===== src/rtl/ntt_stage_scheduler_pkg.sv =====
// ntt_stage_scheduler_pkg
//   Shared types and constants for the NTT/INTT stage scheduler: the
//   sequencer state encoding and the mode constants that are latched at start.
//   No ports (package).
package ntt_stage_scheduler_pkg;

  typedef enum logic [1:0] {
    ST_IDLE  = 2'd0,
    ST_READ  = 2'd1,
    ST_DRAIN = 2'd2,
    ST_DONE  = 2'd3
  } sched_state_e;

  localparam logic MODE_NTT  = 1'b0;  // Cooley-Tukey, t = LOG_N-1-s
  localparam logic MODE_INTT = 1'b1;  // Gentleman-Sande, t = s

endpackage


===== src/rtl/ntt_stage_scheduler_if.sv =====
// ntt_stage_scheduler_if
//   Controller <-> scheduler bundle. The master (top-level controller) drives
//   start/mode/hold; the slave (scheduler) returns handshake status plus the
//   per-cycle read, twiddle and write index groups.
//   start, mode, hold          : controller -> scheduler
//   busy, done, stage          : status
//   rd_valid, rd_addr, tf_idx  : read group (lane k at [k*LOG_N +: LOG_N])
//   wr_valid, wr_addr          : write group, read group replayed after latency
interface ntt_stage_scheduler_if #(
  parameter int LOG_N     = 9,
  parameter int LOG_BANKS = 2
);
  localparam int BANKS = 1 << LOG_BANKS;

  logic                           start;
  logic                           mode;
  logic                           hold;
  logic                           busy;
  logic                           done;
  logic [3:0]                     stage;
  logic                           rd_valid;
  logic [BANKS*LOG_N-1:0]         rd_addr;
  logic [(BANKS/2)*LOG_N-1:0]     tf_idx;
  logic                           wr_valid;
  logic [BANKS*LOG_N-1:0]         wr_addr;

  modport master (
    output start, mode, hold,
    input  busy, done, stage, rd_valid, rd_addr, tf_idx, wr_valid, wr_addr
  );

  modport slave (
    input  start, mode, hold,
    output busy, done, stage, rd_valid, rd_addr, tf_idx, wr_valid, wr_addr
  );
endinterface


===== src/rtl/sched_delay_line.sv =====
// sched_delay_line
//   Fixed-depth shift register carrying a valid bit plus payload, read at a
//   runtime-selected tap. A word entering at cycle t appears on the outputs
//   at cycle t+tap+1. When en is low nothing shifts and out_valid is forced
//   low, so stalled entries re-emerge unchanged once en returns.
//   clk, rst            : clock, synchronous active-high reset (clears all)
//   en                  : shift enable (datapath stall = !en)
//   tap                 : output stage select, 0..DEPTH-1
//   in_valid, in_data   : word entering this cycle
//   out_valid, out_data : word at the selected tap
module sched_delay_line #(
  parameter int W     = 36,
  parameter int DEPTH = 16
) (
  input  logic                     clk,
  input  logic                     rst,
  input  logic                     en,
  input  logic [$clog2(DEPTH)-1:0] tap,
  input  logic                     in_valid,
  input  logic [W-1:0]             in_data,
  output logic                     out_valid,
  output logic [W-1:0]             out_data
);

  logic [DEPTH-1:0]        vld_q, vld_d;
  logic [DEPTH-1:0][W-1:0] dat_q, dat_d;

  always_comb begin
    vld_d = vld_q;
    dat_d = dat_q;
    if (en) begin
      vld_d = {vld_q[DEPTH-2:0], in_valid};
      dat_d = {dat_q[DEPTH-2:0], in_data};
    end
  end

  always_ff @(posedge clk) begin
    if (rst) begin
      vld_q <= '0;
      dat_q <= '0;
    end else begin
      vld_q <= vld_d;
      dat_q <= dat_d;
    end
  end

  assign out_valid = vld_q[tap] & en;
  assign out_data  = dat_q[tap];

endmodule


===== src/rtl/ntt_stage_scheduler.sv =====
// ntt_stage_scheduler
//   Stage sequencer for the multi-bank NTT/INTT core. Each READ cycle issues
//   BANKS coefficient indices (BANKS/2 radix-2 butterflies) and their twiddle
//   indices; the same indices are replayed as write addresses after the
//   mode-selected latency. Between stages the pipeline is drained so the next
//   stage never reads a coefficient before its previous-stage write.
//   clk, rst : clock, synchronous active-high reset
//   bus      : slave side of ntt_stage_scheduler_if (start/mode/hold in;
//              busy/done/stage, rd_valid/rd_addr/tf_idx, wr_valid/wr_addr out)
module ntt_stage_scheduler #(
  parameter int LOG_N     = 9,
  parameter int LOG_BANKS = 2,
  parameter int LAT_NTT   = 7,
  parameter int LAT_INTT  = 13,
  parameter int MAX_LAT   = 16
) (
  input  logic                  clk,
  input  logic                  rst,
  ntt_stage_scheduler_if.slave  bus
);
  import ntt_stage_scheduler_pkg::*;

  localparam int BANKS  = 1 << LOG_BANKS;
  localparam int HB     = BANKS / 2;
  localparam int GROUPS = 1 << (LOG_N - LOG_BANKS);
  localparam int CW     = LOG_N - LOG_BANKS;
  localparam int SW     = $clog2(LOG_N);
  localparam int DW     = $clog2(MAX_LAT + 1);
  localparam int TW     = $clog2(MAX_LAT);
  localparam int AW     = BANKS * LOG_N;

  sched_state_e  state_q, state_d;
  logic [CW-1:0] cnt_q, cnt_d;
  logic [SW-1:0] s_q, s_d;
  logic          mode_q, mode_d;
  logic [DW-1:0] dcnt_q, dcnt_d;

  logic [DW-1:0] lat_m1;
  logic          rd_valid;
  logic [SW-1:0] t, tf_sh;

  logic [BANKS-1:0][LOG_N-1:0] rd_lanes;
  logic [HB-1:0][LOG_N-1:0]    tf_lanes;
  logic                        wr_valid;
  logic [AW-1:0]               wr_data;

  assign lat_m1   = (mode_q == MODE_INTT) ? DW'(LAT_INTT - 1) : DW'(LAT_NTT - 1);
  assign rd_valid = (state_q == ST_READ) && !bus.hold;

  // ---------------- sequencer ----------------
  always_comb begin
    state_d = state_q;
    cnt_d   = cnt_q;
    s_d     = s_q;
    mode_d  = mode_q;
    dcnt_d  = dcnt_q;
    unique case (state_q)
      ST_IDLE: begin
        // hold is deliberately ignored here: start+hold is still accepted
        if (bus.start) begin
          state_d = ST_READ;
          cnt_d   = '0;
          s_d     = '0;
          mode_d  = bus.mode;
        end
      end
      ST_READ: begin
        if (!bus.hold) begin
          if (cnt_q == CW'(GROUPS - 1)) begin
            state_d = ST_DRAIN;
            cnt_d   = '0;
            dcnt_d  = '0;
          end else begin
            cnt_d = cnt_q + 1'b1;
          end
        end
      end
      ST_DRAIN: begin
        // LAT unstalled cycles: the last write of this stage lands in the
        // final DRAIN cycle, so the next stage's first read follows it.
        if (!bus.hold) begin
          if (dcnt_q == lat_m1) begin
            if (s_q == SW'(LOG_N - 1)) begin
              state_d = ST_DONE;
            end else begin
              state_d = ST_READ;
              s_d     = s_q + 1'b1;
            end
          end else begin
            dcnt_d = dcnt_q + 1'b1;
          end
        end
      end
      ST_DONE: begin
        state_d = ST_IDLE;
        s_d     = '0;
      end
      default: state_d = ST_IDLE;
    endcase
  end

  always_ff @(posedge clk) begin
    if (rst) begin
      state_q <= ST_IDLE;
      cnt_q   <= '0;
      s_q     <= '0;
      mode_q  <= MODE_NTT;
      dcnt_q  <= '0;
    end else begin
      state_q <= state_d;
      cnt_q   <= cnt_d;
      s_q     <= s_d;
      mode_q  <= mode_d;
      dcnt_q  <= dcnt_d;
    end
  end

  // ---------------- address / twiddle math ----------------
  // t is the butterfly span exponent; tf_sh = LOG_N-1-t picks the twiddle
  // table level so tf_idx = 2^(LOG_N-1-t) + (b>>t) stays below N.
  assign t     = (mode_q == MODE_INTT) ? s_q : SW'(LOG_N - 1) - s_q;
  assign tf_sh = SW'(LOG_N - 1) - t;

  for (genvar m = 0; m < HB; m++) begin : g_bfly
    logic [LOG_N-1:0] b, d, hi, up, lo, tf;
    always_comb begin
      b  = (LOG_N'(cnt_q) << (LOG_BANKS - 1)) | LOG_N'(m);
      d  = LOG_N'(1) << t;
      hi = b >> t;
      // insert a zero at bit t: upper partner of the butterfly
      up = ((hi << t) << 1) | (b & (d - LOG_N'(1)));
      lo = up + d;
      tf = (LOG_N'(1) << tf_sh) + hi;
    end
    assign rd_lanes[2*m]   = up;
    assign rd_lanes[2*m+1] = lo;
    assign tf_lanes[m]     = tf;
  end

  // ---------------- write replay ----------------
  sched_delay_line #(
    .W     (AW),
    .DEPTH (MAX_LAT)
  ) u_wr_dly (
    .clk       (clk),
    .rst       (rst),
    .en        (!bus.hold),
    .tap       (lat_m1[TW-1:0]),
    .in_valid  (rd_valid),
    .in_data   (rd_lanes),
    .out_valid (wr_valid),
    .out_data  (wr_data)
  );

  // ---------------- outputs ----------------
  assign bus.busy     = (state_q == ST_READ) || (state_q == ST_DRAIN);
  assign bus.done     = (state_q == ST_DONE);
  assign bus.stage    = 4'(s_q);
  assign bus.rd_valid = rd_valid;
  assign bus.rd_addr  = rd_valid ? rd_lanes : '0;
  assign bus.tf_idx   = rd_valid ? tf_lanes : '0;
  assign bus.wr_valid = wr_valid;
  assign bus.wr_addr  = wr_valid ? wr_data : '0;

endmodule


===== src/flat_wrapper.sv =====
// flat-port wrapper written by rule: the top's interface ports become plain ports
module ntt_stage_scheduler_flat import ntt_stage_scheduler_pkg::*;
#(
  parameter int LOG_N     = 9,
  parameter int LOG_BANKS = 2,
  parameter int LAT_NTT   = 7,
  parameter int LAT_INTT  = 13,
  parameter int MAX_LAT   = 16
)
  (clk, rst, bus_start, bus_mode, bus_hold, bus_busy, bus_done, bus_stage, bus_rd_valid, bus_rd_addr, bus_tf_idx, bus_wr_valid, bus_wr_addr);
  ntt_stage_scheduler_if #(.LOG_N(LOG_N), .LOG_BANKS(LOG_BANKS)) bus_i ();
  input  logic clk;
  input  logic rst;
  input wire logic [$bits(bus_i.start)-1:0] bus_start;
  input wire logic [$bits(bus_i.mode)-1:0] bus_mode;
  input wire logic [$bits(bus_i.hold)-1:0] bus_hold;
  output wire logic [$bits(bus_i.busy)-1:0] bus_busy;
  output wire logic [$bits(bus_i.done)-1:0] bus_done;
  output wire logic [$bits(bus_i.stage)-1:0] bus_stage;
  output wire logic [$bits(bus_i.rd_valid)-1:0] bus_rd_valid;
  output wire logic [$bits(bus_i.rd_addr)-1:0] bus_rd_addr;
  output wire logic [$bits(bus_i.tf_idx)-1:0] bus_tf_idx;
  output wire logic [$bits(bus_i.wr_valid)-1:0] bus_wr_valid;
  output wire logic [$bits(bus_i.wr_addr)-1:0] bus_wr_addr;
  assign bus_i.start = bus_start;
  assign bus_i.mode = bus_mode;
  assign bus_i.hold = bus_hold;
  assign bus_busy = bus_i.busy;
  assign bus_done = bus_i.done;
  assign bus_stage = bus_i.stage;
  assign bus_rd_valid = bus_i.rd_valid;
  assign bus_rd_addr = bus_i.rd_addr;
  assign bus_tf_idx = bus_i.tf_idx;
  assign bus_wr_valid = bus_i.wr_valid;
  assign bus_wr_addr = bus_i.wr_addr;
  ntt_stage_scheduler #(.LOG_N(LOG_N), .LOG_BANKS(LOG_BANKS), .LAT_NTT(LAT_NTT), .LAT_INTT(LAT_INTT), .MAX_LAT(MAX_LAT)) u_core (.clk(clk), .rst(rst), .bus(bus_i));
endmodule

===== config.mk =====
export PLATFORM = sky130hd
export DESIGN_NAME = ntt_stage_scheduler_flat
export DESIGN_NICKNAME = d
export VERILOG_FILES = /design/src/rtl/ntt_stage_scheduler_pkg.sv /design/src/rtl/ntt_stage_scheduler_if.sv /design/src/rtl/sched_delay_line.sv /design/src/rtl/ntt_stage_scheduler.sv /design/src/flat_wrapper.sv
export SDC_FILE = /design/constraint.sdc
export NUM_CORES = 1
export LEC_CHECK = 0
export BUFFER_PORTS_ARGS = -buffer_cell sky130_fd_sc_hd__buf_4
export CAP_MARGIN = 20
export CORE_UTILIZATION = 50
export DETAILED_ROUTE_END_ITERATION = 10
export GPL_ROUTABILITY_DRIVEN = 1
export GPL_TIMING_DRIVEN = 0
export MAX_ROUTING_LAYER = met4
export PLACE_DENSITY_LB_ADDON = 0.2
export REMOVE_ABC_BUFFERS = 1
export SLEW_MARGIN = 20
export SYNTH_ARGS = -nofsm -noshare
export SYNTH_HDL_FRONTEND = slang
export SYNTH_SLANG_ARGS = --single-unit
export TNS_END_PERCENT = 1

===== constraint.sdc =====
create_clock -name clk -period 7.35 [get_ports clk]
set_clock_uncertainty 0.1 [all_clocks]
set_input_delay 1.47 -clock clk [delete_from_list [all_inputs] [get_ports clk]]
set_output_delay 1.47 -clock clk [all_outputs]
set_load 0.05 [all_outputs]

Yosys cells after proc, flatten, opt, wreduce, memory -nomap -nowiden

Index checks and enable logic that the tools add are counted.

Bitwise logic cells: 5
Divide/modulo/power cells: 0
Add/sub/neg operators: 10
Reductions and logical operators: 12
Multiplexer cells: 30
Eq/ne operators: 13
Order comparisons: 1
Shift-type cells: 6
$mul: 0

Operator list:

| operator              | number |
|---|---|
| $bmux W36 S4          | 1 |
| $mux W36              | 3 |
| $add A9 B9 Y9         | 4 |
| $mux W4               | 6 |
| $mux W7               | 3 |
| $mux W5               | 4 |
| $and A8 B9 Y9         | 2 |
| $mux W18              | 1 |
| $or A9 B9 Y9          | 2 |
| $shl A1 B4 Y9 const A | 2 |
| $shl A9 B4 Y8         | 2 |
| $shr A8 B4 Y9         | 2 |
| $reduce_and A5 Y1     | 3 |
| $pmux W7 S2           | 1 |
| $mux W2               | 6 |
| $ne A2 B2 Y1 const B  | 6 |
| $pmux W4 S3           | 1 |
| $pmux W5 S2           | 1 |
| $sub A9 B1 Y9 const B | 1 |
| $pmux W2 S4           | 1 |
| $sub A4 B4 Y4 const A | 2 |
| $add A7 B1 Y7 const B | 1 |
| $eq A7 B7 Y1 const B  | 1 |
| $add A5 B1 Y5 const B | 1 |
| other kinds (18)      | 20 |

Register bits after elaboration: 611
Output and inout port bits: 98
Bits in latches: 0
Bits in read-only memories: 0
Input port bits: 5
RAM bits: 0
Memories: 0

Logic depth before layout (Yosys ltp)

Gate-level depths: netlist of run 1.

Depth in word-level cells: 8
Gate-level depth with buffers: 21

Hierarchy

Synthesis of run 1 repeated with hierarchy kept, for this count alone.

Cell total of the unflattened synthesis: 2754
Area, all modules: 28632.5 µm²

Modules (own cells, without submodules):

| module              | times used | cells each | area each (µm²) | sequential area each (µm²) |
|---|---|---|---|---|
| sched_delay_line    | 1          | 2230       | 24925.2         | 11851.4 |
| ntt_stage_scheduler | 1          | 524        | 3707.3          | 380.4 |

Worst setup path before layout of run 1

Ideal clock, no wire load.

Path type: register -> output
From: register u_core.s_q[0] (netlist: u_core.bus.stage[0])
To: output port bus_rd_addr[17]
Path slack: -0.128 ns
Path buffers: 2
Cell stages (with the launch flop): 19
Data arrival time: 5.908 ns
Cells stage by stage: dfxtp_1 buf_2 clkinv_1 ha_1 mux2_2 buf_2 nor4_2 nand2_1 ha_1 o21a_1 a221oi_2 nor2_1 ha_1 a21o_1 a21oi_1 o21ai_0 o41ai_1 nor3_1 nor3_1

Word-level cells in the longest chain between the ends: 8
Elaborated cells between the ends (all ways): 10

Ends and longest elaborated chain:

| element                          | RTL line                   | text |
|---|---|---|
| start: declaration               | ntt_stage_scheduler.sv:34  | `logic [SW-1:0] s_q, s_d;` |
| start signal: assignment         | ntt_stage_scheduler.sv:106 | `s_q <= '0;` |
| start signal: assignment         | ntt_stage_scheduler.sv:112 | `s_q <= s_d;` |
| $sub A4 B4 Y4                    | ntt_stage_scheduler.sv:121 | `assign t = (mode_q == MODE_INTT) ? s_q : SW'(LOG_N - 1) - s_q;` |
| $mux W4 *                        | ntt_stage_scheduler.sv:121 |  |
| $shl A1 B4 Y9                    | ntt_stage_scheduler.sv:128 | `d = LOG_N'(1) << t;` |
| $sub A9 B1 Y9                    | ntt_stage_scheduler.sv:131 | `up = ((hi << t) << 1) \| (b & (d - LOG_N'(1)));` |
| $and A8 B9 Y9                    | ntt_stage_scheduler.sv:131 |  |
| $or A9 B9 Y9 *                   | ntt_stage_scheduler.sv:131 |  |
| named net u_core.g_bfly[0].up[2] | ntt_stage_scheduler.sv:125 | `logic [LOG_N-1:0] b, d, hi, up, lo, tf;` |
| $add A9 B9 Y9 *                  | ntt_stage_scheduler.sv:132 | `lo = up + d;` |
| $mux W36 *                       | ntt_stage_scheduler.sv:160 | `assign bus.rd_addr = rd_valid ? rd_lanes : '0;` |
| end: declaration                 | flat_wrapper.sv:21         | `output wire logic [$bits(bus_i.rd_addr)-1:0] bus_rd_addr;` |

Mark *: on every way through the listed nets, which the timed path passes. The rest lies on a longest branch.

Worst setup path after layout of run 1

From: register u_core.mode_q
To: output port bus_rd_addr[35]

Word-level cells in the longest chain between the ends: 7
Elaborated cells between the ends (all ways): 9

Ends and longest elaborated chain:

| element                          | RTL line                   | text |
|---|---|---|
| start: declaration               | ntt_stage_scheduler.sv:35  | `logic mode_q, mode_d;` |
| start signal: assignment         | ntt_stage_scheduler.sv:113 | `mode_q <= mode_d;` |
| $mux W4                          | ntt_stage_scheduler.sv:121 |  |
| $shl A1 B4 Y9                    | ntt_stage_scheduler.sv:128 |  |
| $sub A9 B1 Y9                    | ntt_stage_scheduler.sv:131 |  |
| $and A8 B9 Y9                    | ntt_stage_scheduler.sv:131 |  |
| $or A9 B9 Y9                     | ntt_stage_scheduler.sv:131 |  |
| named net u_core.g_bfly[1].up[0] | ntt_stage_scheduler.sv:125 |  |
| $add A9 B9 Y9                    | ntt_stage_scheduler.sv:132 |  |
| $mux W36                         | ntt_stage_scheduler.sv:160 |  |

The timed path passes the listed nets, and every way through them passes these cells.

==> Implementation_results.wiki, run 1 <==
{| class="wikitable"
! Metric !! Value
|-
| Post-layout net count || 2188
|-
| Root buffer cell || sky130_fd_sc_hd__clkbuf_16
|-
| Maximum number of pins on one net before global-route repair || 136
|-
| Most common cell after layout, fill and taps aside || sky130_fd_sc_hd__nor2_1
|-
| Multi-input gate area in the final layout || 0.00992 sq mm
|-
| Portion of total power attributed to combinational logic || 0.133
|-
| Residual antenna-violating net count after detailed routing || 0
|-
| Final count of hold timing violations || 0
|-
| Cell count after placement || 2607
|-
| CP Capture Type || output pin
|-
| Required time of the worst setup path || 5.78 ns
|-
| Clock-pin slew on the worst setup and hold paths || 0.06 ns
|-
| Via total after detailed routing || 14200
|-
| Switching portion of total power || 0.259
|-
| Routed via count divided by cell count || 5.25
|-
| Overall die width || 203 um
|-
| Share of the yosys chip area belonging to registers || 0.481
|-
| Detail Placement HPWL || 25200 um
|-
| Clock network latency to the later pin of the worst-skew pair || 0.58 ns
|-
| Depth of the CTS H-tree || 2
|-
| Peak supply drop || 0.263 mV
|-
| Sequential Power Share || 0.448
|-
| Chip height || 203 um
|-
| Slew at the pin with the worst max-slew slack || 0.897 ns
|-
| Count of TritonRoute iterations in the first routing pass || 5
|-
| Total die area || 0.0413 sq mm
|-
| Cell-by-cell listing of the critical path || buf_16 -> mux2_4 -> nor4_4 -> nand2_2 -> ha_2 -> o21a_1 -> a221oi_4 -> buf_4 -> nor2_1 -> ha_1 -> a21o_1 -> a21oi_1 -> o21ai_0 -> o41ai_2 -> a21boi_0 -> nor3_2 -> buf_4
|-
| Post-Synthesis Cell Area || 0.0203 sq mm
|-
| Max Root-Sink Buffers || 3
|-
| Detailed-route wire length per cell || 14.8 um
|-
| Length in cells of the worst reg-to-reg path || 16
|-
| Switching power total || 1.57 mW
|-
| TritonCTS buffer count || 48
|-
| Static leakage power || 10.1 nW
|-
| Number of enable-type register cells in the synthesized netlist || 0
|-
| Final critical-path required period || 6.98 ns
|-
| Global-route usage over all layers || 0.200
|-
| Path category of the worst min-delay check || reg2reg
|-
| Gate count of the mapped netlist || 2124
|-
| Number of distinct library cell variants in the gate-level netlist after synthesis || 76
|-
| Area taken by flip-flops and latches || 0.00976 sq mm
|-
| Number of top-level design ports || 103
|-
| CP endpoint || bus_rd_addr[35]
|-
| Unrepaired setup endpoints after global routing || false
|-
| First-pass GRT wire length || 66500 um
|-
| Most common cell type on the critical path || sky130_fd_sc_hd__buf_4
|-
| Initial detailed-routing violation count || 720
|-
| Final setup violating endpoints || 0
|-
| Antenna violations before repair || 1
|-
| Stages on the worst setup path || 17
|-
| Utilization after layout || 0.586
|-
| Launch point of the critical path || u_core.mode_q
|-
| Dominant register cell in the synthesized netlist || sky130_fd_sc_hd__dfxtp_1
|-
| Total grt overflow || 0
|-
| Hold buffers post-CTS || 0
|-
| Maximum fanout count along the critical path || 36
|-
| Maximum clock frequency || 0.143 GHz
|-
| Share of post-route cells with drive strength above 1 || 0.113
|-
| Global placement routability congestion || 0.837
|-
| Clk sinks || 487
|-
| Starting density of the core || 0.509
|-
| TritonCTS clock tree || yes
|-
| Part of the power in the clock network || 0.419
|-
| Pre-CTS WS || -0.999 ns
|-
| Number of remaining DRC errors || 0
|-
| Slowest stage cell on the critical path || sky130_fd_sc_hd__dfxtp_4
|-
| Commonest cells after routing, fill and taps aside || sky130_fd_sc_hd__nor2_1, sky130_fd_sc_hd__dfxtp_1, sky130_fd_sc_hd__mux2i_1, sky130_fd_sc_hd__buf_4, sky130_fd_sc_hd__nand2_1
|-
| CP Buf/Inv Count || 3
|-
| Cell Int Power || 4.49 mW
|-
| Non-filler instance count after layout || 2707
|-
| Max capacitance violation total || 0
|-
| Warning count from the yosys run || 0
|-
| Signed area change from the synthesized netlist to the final layout || 15.1%
|-
| Port-buffer cells || 100
|-
| Share of the cycle needed by the critical path after routing || 0.950
|-
| Site row count || 73
|-
| Delay of the slowest cell on the worst path || 0.63 ns
|-
| Power Density || 260 mW/mm^2
|-
| Area of the placeable core || 0.0398 sq mm
|-
| Crit start category || flop
|-
| Data arrival time of the worst path || 5.41 ns
|-
| Vias in the first global route || 13300
|-
| Ant. Diodes || 0
|-
| Post-Route WL || 40100 um
|-
| Pins over their slew limit || 0
|-
| Critical register-to-register path startpoint || u_core.mode_q
|-
| Final critical-path setup slack || 0.371 ns
|-
| Capture point of the worst reg-to-reg path || u_core.u_wr_dly.dat_q[33]
|-
| Hold path cells || 2
|-
| Startpoint-to-endpoint class of the critical path || reg2out
|-
| Fillers || 3491
|-
| Count of state elements after synthesis || 487
|-
| Post-synthesis area per instance || 9.54 sq um
|-
| Run status || completed
|-
| Register-to-register setup slack || 2.51 ns
|-
| Delay-heaviest family, CP || compound AO/OA/AOI/OAI gates
|-
| Worst slew margin || 0.401
|-
| Share of flip-flops with an asynchronous set or reset || 0
|}
[layout make-up]
cell class              instances  share of cell area
inverters                      35             0.00569
flip-flops and latches        487               0.419
clock inverters                17              0.0112
multi-input cells            1449               0.425
well taps                     525              0.0282
clock buffers                  70              0.0602
repair buffers                124              0.0509
[worst reg2reg max path, delay by kind of cell, from the launching register on]
family | cells | cell delay, ns
AOI/OAI and AO/OA | 7 | 1.51
adders and majority gates | 2 | 0.58
buffers and inverters | 2 | 0.48
DFF | 1 | 0.63
muxes | 1 | 0.45
and+or+nand+nor | 4 | 1.03
[per-layer routing]
| metal | global-route usage | part of all wire | vias up |
|---|---|---|---|
| met2 | 0.316 | 0.46 | 208 |
| met5 | - | 0 | - |
| met4 | 0.0644 | 0.024 | 0 |
| met3 | 0.0331 | 0.033 | 65 |
| li1 | - | - | 7253 |
| met1 | 0.261 | 0.49 | 6679 |
[cell families (layout without fill, tap and decap cells)]
logic type	Yosys count	in the layout	share of synthesized area
compound gates	171	171	0.0574
xor+xnor	30	30	0.0130
fa+ha+maj	38	38	0.0249
buf+inv	190	246	0.0368
flops	487	487	0.481
mux	483	484	0.239
other cells	1	2	0.000185
simple gates	724	724	0.148
[flip-flops by register name (all words and copies together), names as in the netlist]
register,count
u_core.dcnt_q,5
u_core.cnt_q,7
u_core.mode_q,1
u_core.bus.stage,4
u_core.state_q,2
u_core.u_wr_dly.vld_q,13
u_core.u_wr_dly.dat_q,455
[power by group through the flow]
stage | clock network [mW] | logic (mW) | registers [mW]
finish | 2.54 | 0.805 | 2.71
global route | 2.72 | 0.867 | 2.72
floorplan | 0 | 0.460 | 2.77
global placement | 0 | 0.774 | 2.79
CTS | 2.61 | 0.794 | 2.71
detailed placement | 0 | 0.760 | 2.78
[worst min-delay path by stage]
stage                                    startpoint                         to  slack, ns
after floorplan           u_core.u_wr_dly.dat_q[27]  u_core.u_wr_dly.dat_q[27]       0.32
after global placement    u_core.u_wr_dly.dat_q[27]  u_core.u_wr_dly.dat_q[27]       0.34
after detailed placement  u_core.u_wr_dly.dat_q[27]  u_core.u_wr_dly.dat_q[27]       0.34
after CTS                 u_core.u_wr_dly.dat_q[27]  u_core.u_wr_dly.dat_q[27]       0.35
after global routing      u_core.u_wr_dly.dat_q[27]  u_core.u_wr_dly.dat_q[27]       0.37
final                     u_core.u_wr_dly.dat_q[27]  u_core.u_wr_dly.dat_q[27]       0.35
[timing repair]
action | 4_1_cts | 5_1_grt
gates cloned | 1 | 0
pin swaps | 4 | 0
endpoints found under the setup margin | 14 | 4
setup buffers | 7 | 5
gates resized for setup | 17 | 6
[stage by stage]
step | power, mW | hold slack (ns) | instance area [sq um] | TNS [ns]
2_1_floorplan | 3.23 | 0.323 | 19700 | -5.20
3_3_place_gp | 3.57 | 0.336 | 21100 | -610.49
3_5_place_dp | 3.54 | 0.340 | 21400 | -4.05
4_1_cts | 6.12 | 0.349 | 23300 | 0
5_1_grt | 6.31 | 0.367 | 23300 | 0
6_report | 6.06 | 0.351 | 23300 | 0
[Yosys cell counts, drive strengths merged, types with 3 or more instances]
master | n | share of area
or3 | 8 | 0.0027
and3 | 12 | 0.0037
mux2i | 476 | 0.24
nor3 | 30 | 0.0074
nor4 | 4 | 0.0019
nor3b | 3 | 0.0014
o211ai | 3 | 0.0011
dfxtp | 487 | 0.48
clkbuf | 91 | 0.017
o21ai | 37 | 0.0095
nor2b | 8 | 0.0025
nand2b | 9 | 0.0028
fa | 4 | 0.0040
a21oi | 52 | 0.013
xor2 | 16 | 0.0069
xnor2 | 14 | 0.0060
nor2 | 551 | 0.10
o221ai | 3 | 0.0013
a21o | 8 | 0.0030
o32ai | 5 | 0.0031
nand3 | 16 | 0.0040
o2111ai | 3 | 0.0013
nand4 | 9 | 0.0028
buf | 64 | 0.013
and2 | 6 | 0.0019
a211oi | 4 | 0.0015
o31a | 3 | 0.0013
inv | 34 | 0.0063
ha | 34 | 0.021
a21boi | 6 | 0.0022
a31oi | 7 | 0.0022
or2 | 4 | 0.0012
a221oi | 8 | 0.0038
o21a | 8 | 0.0030
mux2 | 7 | 0.0039
nand2 | 57 | 0.011
Power figures use the tool's default switching activity.
==> run 2: changes to the inputs <==
==> constraint.sdc (replaced) <==
create_clock -name clk -period 8 [get_ports clk]
set_clock_uncertainty 0.1 [all_clocks]
set_input_delay 1.6 -clock clk [delete_from_list [all_inputs] [get_ports clk]]
set_output_delay 1.6 -clock clk [all_outputs]
set_load 0.1 [all_outputs]
==> Implementation_results.wiki, run 2 (synthesis gave the netlist of run 1 again) <==
{| class="wikitable"
! Metric !! Value
|-
| Antenna violations before repair || 1 (unchanged)
|-
| Clock network latency to the later pin of the worst-skew pair || 0.58 ns (about the same)
|-
| Slowest stage cell on the critical path || sky130_fd_sc_hd__dfxtp_4 (unchanged)
|-
| Port-buffer cells || 100 (unchanged)
|-
| Global-route usage over all layers || 0.200 (about the same)
|-
| Number of remaining DRC errors || 0 (unchanged)
|-
| Total die area || 0.0413 sq mm (unchanged)
|-
| Post-Route WL || 40100 um (about the same)
|-
| Share of the cycle needed by the critical path after routing || 0.956
|-
| Area of the placeable core || 0.0398 sq mm (unchanged)
|-
| CP Buf/Inv Count || 5 (was 3)
|-
| Biggest regs || u_core.u_wr_dly.dat_q: 455 flops, u_core.u_wr_dly.vld_q: 13 flops, u_core.cnt_q: 7 flops (unchanged)
|-
| Initial detailed-routing violation count || 781 (was 720)
|-
| Final count of hold timing violations || 0 (unchanged)
|-
| Area taken by flip-flops and latches || 0.00976 sq mm (about the same)
|-
| Path category of the worst min-delay check || reg2reg (unchanged)
|-
| Crit start category || flop (unchanged)
|-
| Cell-by-cell listing of the critical path || clkinv_2 -> ha_1 -> mux2_2 -> nor2_2 -> ha_1 -> inv_1 -> a21oi_1 -> o31a_1 -> o221ai_1 -> a311oi_4 -> inv_1 -> ha_1 -> nand2_1 -> o21ai_0 -> o41ai_2 -> buf_4 -> a21boi_0 -> nor3_2 -> buf_6 (was buf_16 -> mux2_4 -> nor4_4 -> nand2_2 -> ha_2 -> o21a_1 -> a221oi_4 -> buf_4 -> nor2_1 -> ha_1 -> a21o_1 -> a21oi_1 -> o21ai_0 -> o41ai_2 -> a21boi_0 -> nor3_2 -> buf_4)
|-
| First-pass GRT wire length || 66300 um (was 66500 um)
|-
| Delay-heaviest family, CP || compound AO/OA/AOI/OAI gates (unchanged)
|-
| Detailed-route wire length per cell || 14.9 um (was 14.8 um)
|-
| Post-route design area || 0.0233 sq mm (about the same)
|-
| Data arrival time of the worst path || 5.95 ns (was 5.41 ns)
|-
| Residual antenna-violating net count after detailed routing || 0 (unchanged)
|-
| Vias in the first global route || 13200 (was 13300)
|-
| Required time of the worst setup path || 6.30 ns (was 5.78 ns)
|-
| Starting density of the core || 0.509 (unchanged)
|-
| Global placement routability congestion || 0.837 (unchanged)
|-
| Top reg by flops || u_core.u_wr_dly.dat_q (unchanged)
|-
| Max Root-Sink Buffers || 3 (unchanged)
|-
| Overall die width || 203 um (unchanged)
|-
| Power Density || 243 mW/mm^2 (was 260 mW/mm^2)
|-
| Fillers || 3497 (was 3491)
|-
| Utilization after layout || 0.584 (was 0.586)
|-
| TritonCTS clock tree || yes (unchanged)
|-
| Via total after detailed routing || 14100 (was 14200)
|-
| Ant. Diodes || 0 (unchanged)
|-
| Delay of the slowest cell on the worst path || 0.54 ns (was 0.63 ns)
|-
| Clk sinks || 487 (unchanged)
|-
| Peak supply drop || 0.308 mV (was 0.263 mV)
|-
| Detail Placement HPWL || 25200 um (unchanged)
|-
| Maximum number of pins on one net before global-route repair || 136 (unchanged)
|-
| Placed inst area || 0.0214 sq mm (unchanged)
|-
| Startpoint-to-endpoint class of the critical path || reg2out (unchanged)
|-
| Post-layout net count || 2182 (was 2188)
|-
| Multi-input gate area in the final layout || 0.00990 sq mm (was 0.00992 sq mm)
|-
| Unrepaired setup endpoints after global routing || false (unchanged)
|-
| Site row count || 73 (unchanged)
|-
| Maximum clock frequency || 0.131 GHz
|-
| Root buffer cell || sky130_fd_sc_hd__clkbuf_16 (unchanged)
|-
| Total grt overflow || 0 (unchanged)
|-
| Most common cell type on the critical path || sky130_fd_sc_hd__ha_1 (was sky130_fd_sc_hd__buf_4)
|-
| Share of post-route cells with drive strength above 1 || 0.110 (was 0.113)
|-
| Maximum fanout count along the critical path || 19 (was 36)
|-
| Slew at the pin with the worst max-slew slack || 0.826 ns (was 0.897 ns)
|-
| Static leakage power || 10.1 nW (about the same)
|-
| Chip height || 203 um (unchanged)
|-
| Number of flip-flops under the largest register name || 455 (unchanged)
|-
| Count of TritonRoute iterations in the first routing pass || 5 (unchanged)
|-
| Depth of the CTS H-tree || 2 (unchanged)
|-
| Final setup violating endpoints || 0 (unchanged)
|-
| Worst slew margin || 0.449 (was 0.401)
|-
| Routed via count divided by cell count || 5.23 (was 5.25)
|-
| Commonest cells after routing, fill and taps aside || sky130_fd_sc_hd__nor2_1, sky130_fd_sc_hd__dfxtp_1, sky130_fd_sc_hd__mux2i_1, sky130_fd_sc_hd__buf_4, sky130_fd_sc_hd__nand2_1 (unchanged)
|-
| Final critical-path required period || 7.65 ns
|-
| Most common cell after layout, fill and taps aside || sky130_fd_sc_hd__nor2_1 (unchanged)
|-
| Run status || completed (unchanged)
|-
| Pins over their slew limit || 0 (unchanged)
|-
| CP Capture Type || output pin (unchanged)
|-
| Max capacitance violation total || 0 (unchanged)
|-
| Signed area change from the synthesized netlist to the final layout || 14.7% (was 15.1%)
|-
| Clock-pin slew on the worst setup and hold paths || 0.06 ns (about the same)
|-
| TritonCTS buffer count || 48 (unchanged)
|-
| Number of top-level design ports || 103 (unchanged)
|}
-- run 2: cell type report --
class	count	area share
multi-input combinational	1449	0.426
clock buffer	70	0.0604
clock inverter	17	0.0112
inverter	35	0.00570
tap	525	0.0282
sequential	487	0.420
timing repair buffer	118	0.0494
-- run 2: worst paths after layout --
| check | start | to | slack, ns | cells after the start |
|---|---|---|---|---|
| setup / recovery | u_core.bus.stage[0] | bus_rd_addr[35] | 0.35 | 19 |
| hold / removal | u_core.u_wr_dly.dat_q[27] | u_core.u_wr_dly.dat_q[27] | 0.35 | 2 |
| setup reg to reg | u_core.bus.stage[0] | u_core.u_wr_dly.dat_q[33] | 2.76 | 17 |
| hold reg to reg | u_core.u_wr_dly.dat_q[27] | u_core.u_wr_dly.dat_q[27] | 0.35 | 2 |
-- run 2: metrics by stage --
step / power [mW] / hold slack (ns) / setup TNS, ns / cells / setup WS [ns]
2_1_floorplan: 3.05 / 0.323 / -16.15 / 1970 / -1.90
3_3_place_gp: 3.36 / 0.336 / -415.09 / 2595 / -5.76
3_5_place_dp: 3.34 / 0.340 / -1.35 / 2607 / -0.573
4_1_cts: 5.70 / 0.349 / 0 / 2697 / 0.0798
5_1_grt: 5.87 / 0.367 / 0 / 2701 / 0.0597
6_report: 5.65 / 0.352 / 0 / 2701 / 0.351
-- run 2: layer usage --
metal / GRT usage / wire length (um)
met3: 0.0332 / 1350
met5: - / 0
met2: 0.315 / 18200
met4: 0.0653 / 1070
met1: 0.261 / 19500
-- run 2: power breakdown --
group	internal [mW]	total, mW	switching [mW]
registers	2.46	2.50	0.0417
logic	0.250	0.815	0.565
clock network	1.41	2.33	0.920
total	4.12	5.65	1.53
-- run 2: worst reg2reg max path: cells and delay by family, from the launching register on --
kind / cells / cell delay, ns
DFF: 1 / 0.54
AOI/OAI and AO/OA: 6 / 1.49
adders and majority gates: 3 / 1.14
muxes: 1 / 0.47
buffers and inverters: 3 / 0.45
and+or+nand+nor: 4 / 0.96
-- run 2: what timing repair did --
action,in CTS,in global routing
endpoints found under the setup margin,10,3
pin swaps,1,3
setup buffers,2,4
hold buffers,0,0
resized for setup,10,11
gates cloned,1,0
